**config.mk**
```make
export PLATFORM = sky130hd
export DESIGN_NAME = mem_req_bridge_flat
export DESIGN_NICKNAME = d
export VERILOG_FILES = /design/src/rtl/mem_req_bridge_if.sv /design/src/rtl/mem_req_bridge.sv /design/src/flat_wrapper.sv
export SDC_FILE = /design/constraint.sdc
export NUM_CORES = 1
export LEC_CHECK = 0
export CORE_AREA = 2 2 146 148
export CTS_CLUSTER_SIZE = 8
export DETAILED_ROUTE_END_ITERATION = 8
export DIE_AREA = 0 0 148 150
export GPL_TIMING_DRIVEN = 0
export PLACE_DENSITY = 0.78
export SLEW_MARGIN = 0
export SYNTH_ARGS = -nofsm -noshare
export SYNTH_HDL_FRONTEND = slang
export SYNTH_SLANG_ARGS = --single-unit
```
**constraint.sdc**
```tcl
create_clock -name clk -period 1.7 [get_ports clk]
set_input_delay 0.17 -clock clk [delete_from_list [all_inputs] [get_ports clk]]
set_output_delay 0.17 -clock clk [all_outputs]
set_load 0.01 [all_outputs]
```
**src/rtl/mem_req_bridge_if.sv**
```systemverilog
// CPU-side handshakes and ideal-memory raw port signals for mem_req_bridge.
// master = core plus memory side, slave = the bridge.
interface mem_req_bridge_if #(
  parameter int ADDR_WIDTH = 14
);
  // Handshake rule for every req/rsp pair: a transfer happens on a clk edge
  // where valid and ready are both 1. Valid may drop before it is accepted.
  // Ready asserted while valid is 0 has no effect.
  logic                  inst_req_valid;
  logic                  inst_req_ready;
  logic [31:0]           inst_addr;
  logic                  inst_rsp_valid;
  logic                  inst_rsp_ready;
  logic [31:0]           inst_rdata;

  logic                  data_req_valid;
  logic                  data_req_ready;
  logic                  data_req_wen;
  logic [31:0]           data_addr;
  logic [31:0]           data_wdata;
  logic                  data_rsp_valid;
  logic                  data_rsp_ready;
  logic [31:0]           data_rdata;

  logic [ADDR_WIDTH-3:0] Raddr1;
  logic                  Rden1;
  logic [31:0]           Rdata1;
  logic [ADDR_WIDTH-3:0] Raddr2;
  logic                  Rden2;
  logic [31:0]           Rdata2;
  logic [ADDR_WIDTH-3:0] Waddr;
  logic                  Wren;
  logic [31:0]           Wdata;

  modport master (
    output inst_req_valid, inst_addr, inst_rsp_ready,
    output data_req_valid, data_req_wen, data_addr, data_wdata, data_rsp_ready,
    output Rdata1, Rdata2,
    input  inst_req_ready, inst_rsp_valid, inst_rdata,
    input  data_req_ready, data_rsp_valid, data_rdata,
    input  Raddr1, Rden1, Raddr2, Rden2, Waddr, Wren, Wdata
  );

  modport slave (
    input  inst_req_valid, inst_addr, inst_rsp_ready,
    input  data_req_valid, data_req_wen, data_addr, data_wdata, data_rsp_ready,
    input  Rdata1, Rdata2,
    output inst_req_ready, inst_rsp_valid, inst_rdata,
    output data_req_ready, data_rsp_valid, data_rdata,
    output Raddr1, Rden1, Raddr2, Rden2, Waddr, Wren, Wdata
  );
endinterface

```
**src/rtl/mem_req_bridge.sv**
```systemverilog
// Valid/ready to ideal-memory bridge with programmable access latency (LATENCY 1..15).
// Optional wait-cycle counters are built when MEM_BRIDGE_PERF_EN is defined.
module mem_req_bridge #(
  parameter int ADDR_WIDTH = 14,
  parameter int LATENCY    = 3
) (
  input  logic               clk,
  input  logic               resetn,
  mem_req_bridge_if.slave    bus,
  output logic [31:0]        inst_wait_cnt,
  output logic [31:0]        data_wait_cnt,
  output logic [1:0]         inst_state_dbg,
  output logic [1:0]         data_state_dbg
);
  localparam int         WW       = ADDR_WIDTH - 2;
  localparam logic [3:0] CNT_LOAD = 4'(LATENCY - 1);

  typedef enum logic [1:0] {
    S_IDLE = 2'd0,
    S_WAIT = 2'd1,
    S_RESP = 2'd2
  } state_e;

  state_e        i_state_q, i_state_d;
  logic [3:0]    i_cnt_q, i_cnt_d;
  logic [WW-1:0] i_addr_q, i_addr_d;
  logic [31:0]   i_rdata_q, i_rdata_d;

  state_e        d_state_q, d_state_d;
  logic [3:0]    d_cnt_q, d_cnt_d;
  logic [WW-1:0] d_addr_q, d_addr_d;
  logic          d_wen_q, d_wen_d;
  logic [31:0]   d_wdata_q, d_wdata_d;
  logic [31:0]   d_rdata_q, d_rdata_d;

  logic          i_access;
  logic          d_access;

  // Byte-lane and above-memory address bits are dropped, so addresses wrap.
  logic unused_addr_bits;
  assign unused_addr_bits = ^{bus.inst_addr[31:ADDR_WIDTH], bus.inst_addr[1:0],
                              bus.data_addr[31:ADDR_WIDTH], bus.data_addr[1:0]};

  // The single memory access cycle of a transaction: last WAIT cycle.
  assign i_access = (i_state_q == S_WAIT) && (i_cnt_q == 4'd0);
  assign d_access = (d_state_q == S_WAIT) && (d_cnt_q == 4'd0);

  always_ff @(posedge clk or negedge resetn) begin
    if (!resetn) begin
      i_state_q <= S_IDLE;
      i_cnt_q   <= '0;
      i_addr_q  <= '0;
      i_rdata_q <= '0;
      d_state_q <= S_IDLE;
      d_cnt_q   <= '0;
      d_addr_q  <= '0;
      d_wen_q   <= 1'b0;
      d_wdata_q <= '0;
      d_rdata_q <= '0;
    end else begin
      i_state_q <= i_state_d;
      i_cnt_q   <= i_cnt_d;
      i_addr_q  <= i_addr_d;
      i_rdata_q <= i_rdata_d;
      d_state_q <= d_state_d;
      d_cnt_q   <= d_cnt_d;
      d_addr_q  <= d_addr_d;
      d_wen_q   <= d_wen_d;
      d_wdata_q <= d_wdata_d;
      d_rdata_q <= d_rdata_d;
    end
  end

  always_comb begin
    i_state_d = i_state_q;
    i_cnt_d   = i_cnt_q;
    i_addr_d  = i_addr_q;
    i_rdata_d = i_rdata_q;
    case (i_state_q)
      S_IDLE: begin
        if (bus.inst_req_valid) begin
          i_addr_d  = bus.inst_addr[ADDR_WIDTH-1:2];
          i_cnt_d   = CNT_LOAD;
          i_state_d = S_WAIT;
        end
      end
      S_WAIT: begin
        if (i_cnt_q != 4'd0) begin
          i_cnt_d = i_cnt_q - 4'd1;
        end else begin
          i_rdata_d = bus.Rdata1;
          i_state_d = S_RESP;
        end
      end
      S_RESP: begin
        if (bus.inst_rsp_ready) i_state_d = S_IDLE;
      end
      default: i_state_d = S_IDLE;
    endcase
  end

  always_comb begin
    d_state_d = d_state_q;
    d_cnt_d   = d_cnt_q;
    d_addr_d  = d_addr_q;
    d_wen_d   = d_wen_q;
    d_wdata_d = d_wdata_q;
    d_rdata_d = d_rdata_q;
    case (d_state_q)
      S_IDLE: begin
        if (bus.data_req_valid) begin
          d_addr_d  = bus.data_addr[ADDR_WIDTH-1:2];
          d_wen_d   = bus.data_req_wen;
          d_wdata_d = bus.data_wdata;
          d_cnt_d   = CNT_LOAD;
          d_state_d = S_WAIT;
        end
      end
      S_WAIT: begin
        if (d_cnt_q != 4'd0) begin
          d_cnt_d = d_cnt_q - 4'd1;
        end else begin
          // Stores complete with zero read data.
          d_rdata_d = d_wen_q ? 32'd0 : bus.Rdata2;
          d_state_d = S_RESP;
        end
      end
      S_RESP: begin
        if (bus.data_rsp_ready) d_state_d = S_IDLE;
      end
      default: d_state_d = S_IDLE;
    endcase
  end

  always_comb begin
    // Ready is gated by resetn so it reads 0 while reset is held.
    bus.inst_req_ready = resetn && (i_state_q == S_IDLE);
    bus.inst_rsp_valid = (i_state_q == S_RESP);
    bus.inst_rdata     = i_rdata_q;
    bus.Raddr1         = i_addr_q;
    bus.Rden1          = i_access;

    bus.data_req_ready = resetn && (d_state_q == S_IDLE);
    bus.data_rsp_valid = (d_state_q == S_RESP);
    bus.data_rdata     = d_rdata_q;
    bus.Raddr2         = d_addr_q;
    bus.Rden2          = d_access && !d_wen_q;
    bus.Waddr          = d_addr_q;
    bus.Wren           = d_access && d_wen_q;
    bus.Wdata          = d_wdata_q;

    inst_state_dbg     = i_state_q;
    data_state_dbg     = d_state_q;
  end

`ifdef MEM_BRIDGE_PERF_EN
  logic [31:0] i_wait_q, i_wait_d;
  logic [31:0] d_wait_q, d_wait_d;

  always_ff @(posedge clk or negedge resetn) begin
    if (!resetn) begin
      i_wait_q <= '0;
      d_wait_q <= '0;
    end else begin
      i_wait_q <= i_wait_d;
      d_wait_q <= d_wait_d;
    end
  end

  // Counts every cycle a channel is busy (WAIT or RESP); wraps naturally.
  always_comb begin
    i_wait_d = i_wait_q + ((i_state_q != S_IDLE) ? 32'd1 : 32'd0);
    d_wait_d = d_wait_q + ((d_state_q != S_IDLE) ? 32'd1 : 32'd0);
  end

  assign inst_wait_cnt = i_wait_q;
  assign data_wait_cnt = d_wait_q;
`else
  assign inst_wait_cnt = '0;
  assign data_wait_cnt = '0;
`endif

endmodule
```
**src/flat_wrapper.sv**
```systemverilog
// flat-port wrapper written by rule: the top's interface ports become plain ports
module mem_req_bridge_flat 
#(
  parameter int ADDR_WIDTH = 14,
  parameter int LATENCY    = 3
)
  (clk, resetn, inst_wait_cnt, data_wait_cnt, inst_state_dbg, data_state_dbg, bus_inst_req_valid, bus_inst_addr, bus_inst_rsp_ready, bus_data_req_valid, bus_data_req_wen, bus_data_addr, bus_data_wdata, bus_data_rsp_ready, bus_Rdata1, bus_Rdata2, bus_inst_req_ready, bus_inst_rsp_valid, bus_inst_rdata, bus_data_req_ready, bus_data_rsp_valid, bus_data_rdata, bus_Raddr1, bus_Rden1, bus_Raddr2, bus_Rden2, bus_Waddr, bus_Wren, bus_Wdata);
  mem_req_bridge_if #(.ADDR_WIDTH(ADDR_WIDTH)) bus_i ();
  input  logic clk;
  input  logic resetn;
  output logic [31:0] inst_wait_cnt;
  output logic [31:0] data_wait_cnt;
  output logic [1:0] inst_state_dbg;
  output logic [1:0] data_state_dbg;
  input wire logic [$bits(bus_i.inst_req_valid)-1:0] bus_inst_req_valid;
  input wire logic [$bits(bus_i.inst_addr)-1:0] bus_inst_addr;
  input wire logic [$bits(bus_i.inst_rsp_ready)-1:0] bus_inst_rsp_ready;
  input wire logic [$bits(bus_i.data_req_valid)-1:0] bus_data_req_valid;
  input wire logic [$bits(bus_i.data_req_wen)-1:0] bus_data_req_wen;
  input wire logic [$bits(bus_i.data_addr)-1:0] bus_data_addr;
  input wire logic [$bits(bus_i.data_wdata)-1:0] bus_data_wdata;
  input wire logic [$bits(bus_i.data_rsp_ready)-1:0] bus_data_rsp_ready;
  input wire logic [$bits(bus_i.Rdata1)-1:0] bus_Rdata1;
  input wire logic [$bits(bus_i.Rdata2)-1:0] bus_Rdata2;
  output wire logic [$bits(bus_i.inst_req_ready)-1:0] bus_inst_req_ready;
  output wire logic [$bits(bus_i.inst_rsp_valid)-1:0] bus_inst_rsp_valid;
  output wire logic [$bits(bus_i.inst_rdata)-1:0] bus_inst_rdata;
  output wire logic [$bits(bus_i.data_req_ready)-1:0] bus_data_req_ready;
  output wire logic [$bits(bus_i.data_rsp_valid)-1:0] bus_data_rsp_valid;
  output wire logic [$bits(bus_i.data_rdata)-1:0] bus_data_rdata;
  output wire logic [$bits(bus_i.Raddr1)-1:0] bus_Raddr1;
  output wire logic [$bits(bus_i.Rden1)-1:0] bus_Rden1;
  output wire logic [$bits(bus_i.Raddr2)-1:0] bus_Raddr2;
  output wire logic [$bits(bus_i.Rden2)-1:0] bus_Rden2;
  output wire logic [$bits(bus_i.Waddr)-1:0] bus_Waddr;
  output wire logic [$bits(bus_i.Wren)-1:0] bus_Wren;
  output wire logic [$bits(bus_i.Wdata)-1:0] bus_Wdata;
  assign bus_i.inst_req_valid = bus_inst_req_valid;
  assign bus_i.inst_addr = bus_inst_addr;
  assign bus_i.inst_rsp_ready = bus_inst_rsp_ready;
  assign bus_i.data_req_valid = bus_data_req_valid;
  assign bus_i.data_req_wen = bus_data_req_wen;
  assign bus_i.data_addr = bus_data_addr;
  assign bus_i.data_wdata = bus_data_wdata;
  assign bus_i.data_rsp_ready = bus_data_rsp_ready;
  assign bus_i.Rdata1 = bus_Rdata1;
  assign bus_i.Rdata2 = bus_Rdata2;
  assign bus_inst_req_ready = bus_i.inst_req_ready;
  assign bus_inst_rsp_valid = bus_i.inst_rsp_valid;
  assign bus_inst_rdata = bus_i.inst_rdata;
  assign bus_data_req_ready = bus_i.data_req_ready;
  assign bus_data_rsp_valid = bus_i.data_rsp_valid;
  assign bus_data_rdata = bus_i.data_rdata;
  assign bus_Raddr1 = bus_i.Raddr1;
  assign bus_Rden1 = bus_i.Rden1;
  assign bus_Raddr2 = bus_i.Raddr2;
  assign bus_Rden2 = bus_i.Rden2;
  assign bus_Waddr = bus_i.Waddr;
  assign bus_Wren = bus_i.Wren;
  assign bus_Wdata = bus_i.Wdata;
  mem_req_bridge #(.ADDR_WIDTH(ADDR_WIDTH), .LATENCY(LATENCY)) u_core (.clk(clk), .resetn(resetn), .bus(bus_i), .inst_wait_cnt(inst_wait_cnt), .data_wait_cnt(data_wait_cnt), .inst_state_dbg(inst_state_dbg), .data_state_dbg(data_state_dbg));
endmodule
```
---- After elaboration in Yosys (flattened, before gate mapping) ----
Index checks and enable logic that the tools add are counted.
W data, S select, Z words.
operators by class
  muxes and demuxes ....................... 15
  reductions and logical operators ........ 23
  add/sub/neg operators ................... 2
  equality and inequality tests ........... 12
  bitwise logic cells ..................... 2
operator list
  operator               number
  $mux W32               1
  $mux W4                4
  $ne A2 B2 Y1 const B   8
  $pmux W4 S2            2
  $mux W2                6
  $pmux W2 S3            2
  $reduce_and A3 Y1      4
  $logic_not A4 Y1       2
  $reduce_and A2 Y1      4
  $reduce_bool A4 Y1     2
  $sub A4 B1 Y4 const B  2
  $logic_and A1 B1 Y1    6
  $eq A2 B1 Y1 const B   2
  $eq A2 B2 Y1 const B   2
  $logic_not A2 Y1       2
  $reduce_bool A2 Y1     2
  $not A1 Y1             2
  $logic_not A1 Y1       1
storage, ports and cells
  flip-flop bits (word level) ............. 133
  output and inout bits ................... 207
  bits of input ports ..................... 167
  word-level logic and storage cells ...... 64

---- Depth between registers and ports, before layout ----
Gate-level depths: netlist (run 1).
  depth after elaboration ................. 3
  mapped depth ............................ 6
  mapped depth without buffers ............ 5

---- Worst setup path before layout (run 1) ----
OpenSTA, ideal clock, no wires.
  path kind ............................... register to register
  from .................................... register u_core.d_state_q[0] (netlist: u_core.data_state_dbg[0])
  to ...................................... register u_core.d_wdata_q[10] (netlist: u_core.bus.Wdata[10])
  stages on the path, launching flop included .. 6
  slack ................................... 0.094 ns
  clock period less this slack ............ 1.606 ns
  buffers on the path ..................... 3
  arrival ................................. 1.481 ns
  data required time ...................... 1.575 ns
  setup time .............................. 0.125 ns
  cell sequence ........................... dfrtp_1 buf_2 nor3b_2 buf_2 buf_4 mux2_2
on the way
  word-level cells in the longest chain between the ends .. 2
ends and longest elaborated chain
  item                                RTL line               RTL
  start: declaration                  mem_req_bridge.sv:29   state_e d_state_q, d_state_d;
  start signal: assignment            mem_req_bridge.sv:65   d_state_q <= d_state_d;
  $logic_not A2 Y1                    mem_req_bridge.sv:109  case (d_state_q)
  $reduce_and A2 Y1 (no source line)  n/a
  end signal: assignment              mem_req_bridge.sv:69   d_wdata_q <= d_wdata_d;
  end: declaration                    mem_req_bridge.sv:33   logic [31:0] d_wdata_q, d_wdata_d;
No other way between the ends.
A chain may end at the register's enable or synchronous reset.

---- Worst setup path after layout (run 1) ----
  from .................................... register u_core.d_cnt_q[0]
  to ...................................... output port bus_Wren
on the way
  word-level cells in the longest chain between the ends .. 3
ends and longest elaborated chain
  item                      RTL line               RTL
  start: declaration        mem_req_bridge.sv:30   logic [3:0] d_cnt_q, d_cnt_d;
  start signal: assignment  mem_req_bridge.sv:66   d_cnt_q <= d_cnt_d;
  $logic_not A4 Y1          mem_req_bridge.sv:46   assign d_access = (d_state_q == S_WAIT) && (d_cnt_q == 4'd0);
  $logic_and A1 B1 Y1       mem_req_bridge.sv:46
  $logic_and A1 B1 Y1       mem_req_bridge.sv:149  bus.Wren = d_access && d_wen_q;
  end: declaration          flat_wrapper.sv:36     output wire logic [$bits(bus_i.Wren)-1:0] bus_Wren;
No other way between the ends.

==> results of run 1 <==
## per-stage QoR
| step | total power [mW] | worst slack [ps] | std cells |
|---|---|---|---|
| after global placement | 14.53 | -5133 | 1053 |
| after global routing | 20.09 | -268.2 | 1108 |
| after floorplan | 10.15 | 93.94 | 509 |
| after CTS | 18.84 | -250.1 | 1099 |
| after detailed placement | 14.77 | -524.5 | 1054 |
| final | 18.97 | -190.9 | 1108 |
## critical path: stages, from the launching register on
cell	delay (ps)
dfrtp_1	400
inv_2	80
ha_4	130
nor3b_4	230
nand3b_4	110
buf_8	140
nor2_1	80
buf_2	140
## what timing repair did
action                                 in CTS  in global routing
pin swaps                                   5                  2
resized for setup                          43                 22
setup endpoints to repair                 102                 92
buffers inserted                           14                  8
endpoints found under the hold margin      66                 66
gates cloned                                0                  2
## area by class of cell
| class | count | area (sq um) |
|---|---|---|
| Clock buffer | 19 | 452.9 |
| Clock inverter | 12 | 131.4 |
| Buffer | 94 | 755.7 |
| Inverter | 8 | 35.03 |
| Fill cell | 1862 | 10340 |
| Multi-Input combinational cell | 274 | 2351 |
| Timing Repair Buffer | 293 | 2950 |
| Tap cell | 275 | 344.1 |
| Sequential cell | 133 | 3331 |
## cells by family (layout without fill, tap and decap cells)
logic type      Yosys count  count (layout)  synth area share [%]
fa+ha+maj                 2               2                0.4083
flops                   133             133                 54.32
buf+inv                 102             426                 12.09
compound gates           14              14                 1.470
simple gates             74              74                 7.882
other cells               1              64               0.06120
mux                     120             120                 23.77
## layer usage
layer	share of wire [%]	global-route usage [%]	vias to the layer above
met5	0	0	-
met4	1.3	4.476	0
met3	8.6	5.274	15
met2	51	24.40	191
met1	39	16.23	2163
li1	-	-	2121
## power by group through the flow
stage               Combinational (mW)  Sequential (mW)  Clock [mW]
global route                      10.2             5.96        3.91
global placement                  8.81             5.72           0
floorplan                         3.78             6.37           0
finish                            9.56             5.75        3.67
CTS                               9.32             5.76        3.76
detailed placement                8.97             5.80           0
## flip-flops by register name (all words and copies together) (netlist names)
name / count
u_core.d_cnt_q: 4
u_core.i_cnt_q: 4
u_core.data_state_dbg: 2
u_core.d_wen_q: 1
u_core.bus.Raddr1: 12
u_core.bus.data_rdata: 32
u_core.inst_state_dbg: 2
u_core.bus.Wdata: 32
u_core.bus.inst_rdata: 32
u_core.bus.Raddr2: 12
## final timing paths
kind	end	slack [ps]	depth (start not counted)
setup / recovery	bus_Wren	-190	7
hold / removal	u_core.bus.data_rdata[10]$_DFFE_PN0P_	-350	1
setup reg to reg	u_core.bus.inst_rdata[6]$_DFFE_PN0P_	10	7
hold reg to reg	u_core.bus.Raddr1[5]$_DFFE_PN0P_	500	1
max in group asynchronous	u_core.inst_state_dbg[0]$_DFFE_PN0P_	1360	2
min in group clk	u_core.d_wen_q$_DFFE_PN0P_	340	3
## cells in the final DEF, fill, tap and decap left out, types with 5 or more instances in the layout
master,instances
buf_2,5
buf_12,6
dfrtp_1,131
buf_6,5
clkbuf_16,19
mux2_4,28
nor2b_1,34
o21ai_0,6
buf_4,98
nand2_1,11
nor3_1,5
clkdlybuf4s50_1,260
mux2_2,92
conb_1,64
==> impl_metrics.ini, run 1 <==
[cts]
cts-htree-levels = 4
cts_inserted_buffers = 17
clock_latency_ps = 410
cts_sinks = 133
clk_pin_slew_ps = 60
cts-root-buf = clkbuf_16
cts_tree = yes
cts_buffer_depth = 2

[power_and_ir_drop]
leakagePower_nw = 4.734
switching_share_pct = 30.99
power_frac_clock_pct = 19.3
comb_power_share_pct = 50.4
power_density_nw_per_um2 = 1833
power.internal_mw = 13.09
peakVddDrop_mv = 0.8767
power_switching_mw = 5.880
pwr-share-seq_pct = 30.3

[placed_design]
dpl_cell_area_sq_um = 9429
dp_hpwl_um = 11780
io_buffers = 269
gp_congestion = 0.7457

[final_layout]
num_antenna_cells = 0
num-nets-final = 990
final_cell_area_sq_um = 10350
drive_gt1_share_pct = 35.17
postLayoutCoreUtil_pct = 50.03
syn2layout_area_growth_pct = 68.94

[grt]
grt_pass1_vias = 4622
grt_pass1_wl_um = 24500
grt_antenna_before_repair = 0
grt.overflow.total = 0
grtUsageTotal_pct = 14.11
grt_max_degree = 69

[status]
violations = hold timing, setup timing
status = complete, but fails checks

[detailed_routing]
drtPass1Iterations = 4
via_per_inst = 4.052
drt_wl_total_um = 16080
wire_per_inst_um = 14.51
vias = 4490
drt_iter0_markers = 78
ant_nets = 0
drc = 0

[timing]
rsz0062_at_grt = true
finalClockSkew_ps = 8.203
setup_violations = 3
slew_viol_final = 0
min_period_over_period_pct = 111.2
finalHoldViolations = 68
hold_slack_ps = -354.2
setup_ws_ps = -190.9
finalSetupTns_ps = -449.8
post-route-min-period_ps = 1891
fmax_mhz = 528.8

[floorplan]
core_area_sq_um = 20690
die_x_um = 148
die_h_um = 150
dieArea_sq_um = 22200
boundaryPins = 374
initial_core_util_pct = 29.61
rows = 53

[critical_path]
critPathCaptureType = output port
start_kind = flip-flop
arrival_ps = 1720
timing.critical_path.from = u_core.d_cnt_q[0]$_DFFE_PN0P_
crit_type = flip-flop to output port
cp.required_ps = 1530
critPathMaxFanout = 4
r2r_start = u_core.i_cnt_q[1]$_DFFE_PN0P_

[yosys]
avgSynthCellArea_sq_um = 13.74
yosysWarnings = 0
synth-seq-cells = 133
post-synth-top-count-cell = dfrtp_1
synth_area_sq_um = 6127
yosys_most_used_dff = dfrtp_1
synth_top_area_share_pct = 54.32
ys_seq_area_share_pct = 54.32
synth_edf_count = 0
async_flop_share_pct = 100.0
synth_area_leaders = dfrtp_1, mux2_2, buf_4, mux2_4, nor2b_1
yosysTopAreaCell = dfrtp_1
synthTopCellsByCount = dfrtp_1, mux2_2, buf_4
synthCells = 446
synthDistinctLibCells = 32

[min_path]
hold_path.class = input port to asynchronous set/reset pin

[run]
maxCapViolations = 0
Power figures use the tool's default switching activity.
==> inputs of run 2 (changes only) <==
--- a/config.mk
+++ b/config.mk
@@ -10,7 +10,7 @@
 export DETAILED_ROUTE_END_ITERATION = 8
 export DIE_AREA = 0 0 148 150
 export GPL_TIMING_DRIVEN = 0
-export PLACE_DENSITY = 0.78
+export PLACE_DENSITY = 0.72
 export SLEW_MARGIN = 0
 export SYNTH_ARGS = -nofsm -noshare
 export SYNTH_HDL_FRONTEND = slang
==> run 2 against run 1 <==
Compared with the run above:
- the run still ends with hold timing, setup timing left
- hold slack improved by 10 ps
- cell count increased by 1.2%
- sequential power about the same
- power increased by 1.4%
- cell area increased by 1.9%
- non-clock buffer count increased by 11
- clock power about the same
- combinational power increased by 2.5%
- critical endpoint unchanged
- fmax increased by 0.83%
- highest routed layer is now met5
- setup slack improved by 15 ps
- wire length increased by 0.98%
==> impl_metrics.ini, run 2 (synthesis results as in run 1) <==
[final_layout]
nFillCells = 1874
regArea_sq_um = 3332
drive_gt1_share_pct = 36.09
final_common_cell = clkdlybuf4s50_1
fin_cells = 1121
syn2layout_area_growth_pct = 72.17
final_cell_mix = clkdlybuf4s50_1, dfrtp_1, buf_4
num-nets-final = 1001
final_cell_area_sq_um = 10550
multi_input_area_sq_um = 2365

[status]
violations = hold timing, setup timing
status = complete, but fails checks

[detailed_routing]
drc = 0
drt_iter0_markers = 73
vias = 4561
ant_nets = 0
via_per_inst = 4.069
drtPass1Iterations = 4
drt_wl_total_um = 16240
wire_per_inst_um = 14.48

[timing]
min_period_over_period_pct = 110.3
slew_viol_final = 0
rsz0062_at_grt = true
setup_ws_ps = -175.4
finalSetupTns_ps = -3258
fmax_mhz = 533.2
setup_violations = 50
finalHoldViolations = 69
post-route-min-period_ps = 1875
finalClockSkew_ps = 9.124
hold_slack_ps = -344.2

[power_and_ir_drop]
power_switching_mw = 5.955
power_density_nw_per_um2 = 1823
power_frac_clock_pct = 19.2
peakVddDrop_mv = 0.8032
pwr-share-seq_pct = 29.9
power.internal_mw = 13.28
comb_power_share_pct = 50.9
leakagePower_nw = 4.818
switching_share_pct = 30.96

[critical_path]
cp.required_ps = 1530
crit_type = flip-flop to output port
r2r_start = u_core.d_cnt_q[0]$_DFFE_PN0P_
critPathMaxFanout = 4
critPathCaptureType = output port
timing.rr.end = u_core.bus.data_rdata[29]$_DFFE_PN0P_
arrival_ps = 1710
reg2regPathDepth = 9
reg2reg_slack_ps = -140
start_kind = flip-flop

[grt]
grt_pass1_wl_um = 24450
grt.overflow.total = 0
grt_max_degree = 70
grt_pass1_vias = 4630
grtUsageTotal_pct = 14.17
grt_antenna_before_repair = 1

[placed_design]
dp_hpwl_um = 11540
numPlacedInstances = 1054
dpl_cell_area_sq_um = 9429
gp_congestion = 0.7406
pre_cts_ws_ps = -539.3
io_buffers = 269

[floorplan]
die_x_um = 148
rows = 53
die_h_um = 150
boundaryPins = 374
core_area_sq_um = 20690
dieArea_sq_um = 22200
initial_core_util_pct = 29.61

[cts]
cts-root-buf = clkbuf_16
cts-htree-levels = 4
cts_sinks = 133
cts_inserted_buffers = 17
clock_latency_ps = 410
cts_buffer_depth = 2
cts_tree = yes
clk_pin_slew_ps = 60

[min_path]
hold_path.class = input port to asynchronous set/reset pin

[run]
maxCapViolations = 0
==> run 2: critical path, cell delays in order, from the launching register on <==
cell and delay, ps:
dfrtp_1 390, inv_2 80, ha_4 140, nor3b_4 230, nand3b_4 120, buf_8 150
nor2_4 70, buf_6 110
==> run 2: layer usage <==
layer / track usage, % / share of wire [%]
met5: 0 / 0.080
met4: 4.810 / 1.8
met3: 5.884 / 8.9
met2: 23.45 / 49
met1: 16.67 / 40
==> run 2: worst max path at each step <==
| stage | from | end | cells past startpoint |
|---|---|---|---|
| global placement | resetn | u_core.bus.data_rdata[9]$_DFFE_PN0P_ | 1 |
| detailed placement | u_core.d_cnt_q[0]$_DFFE_PN0P_ | bus_Wren | 7 |
| floorplan | u_core.data_state_dbg[0]$_DFFE_PN0P_ | u_core.bus.Wdata[10]$_DFFE_PN0P_ | 5 |
| finish | u_core.d_cnt_q[0]$_DFFE_PN0P_ | bus_Wren | 7 |
| CTS | u_core.d_cnt_q[0]$_DFFE_PN0P_ | bus_Wren | 7 |
| global route | u_core.d_cnt_q[0]$_DFFE_PN0P_ | bus_Wren | 7 |
==> run 2: final cells by class <==
type                    instances  area share [%]
well taps                     275           3.262
diodes                          1         0.02372
clock buffers                  19           4.199
repair buffers                304           29.42
clock inverters                13           1.435
flip-flops and latches        133           31.59
plain buffers                  94           7.330
inverters                       8          0.3321
multi-input cells             274           22.42
==> run 2: power by group through the flow <==
stage	logic (mW)	clock network (mW)	registers (mW)
after floorplan	3.78	0	6.37
after global placement	8.84	0	5.73
after detailed placement	8.96	0	5.77
after CTS	9.34	3.82	5.75
after global routing	10.5	3.96	5.98
final	9.80	3.69	5.74
==> run 2: what timing repair did <==
action                                  CTS  global route
cloned                                    0             5
hold endpoints to repair                 66            66
endpoints found under the setup margin   92            98
setup buffers                            15            14
gates resized for setup                  45            35
pin swaps                                 5             4
==> run 2: per-stage QoR <==
step / hold slack (ps) / utilization [%] / total power, mW
after floorplan: -125.6 / - / 10.15
after global placement: 486.0 / 45.43 / 14.57
after detailed placement: 228.8 / 45.57 / 14.73
after CTS: -344.0 / 49.30 / 18.91
after global routing: -344.2 / 50.97 / 20.39
final: -344.2 / 50.99 / 19.23
==> inputs of run 3 (changes only) <==
--- a/config.mk
+++ b/config.mk
@@ -5,6 +5,7 @@
 export SDC_FILE = /design/constraint.sdc
 export NUM_CORES = 1
 export LEC_CHECK = 0
+export ABC_CLOCK_PERIOD_IN_PS = 1700
 export CORE_AREA = 2 2 146 148
 export CTS_CLUSTER_SIZE = 8
 export DETAILED_ROUTE_END_ITERATION = 8
==> results of run 3 <==
Final layout, timing and power as in run 2 (identical DEF).
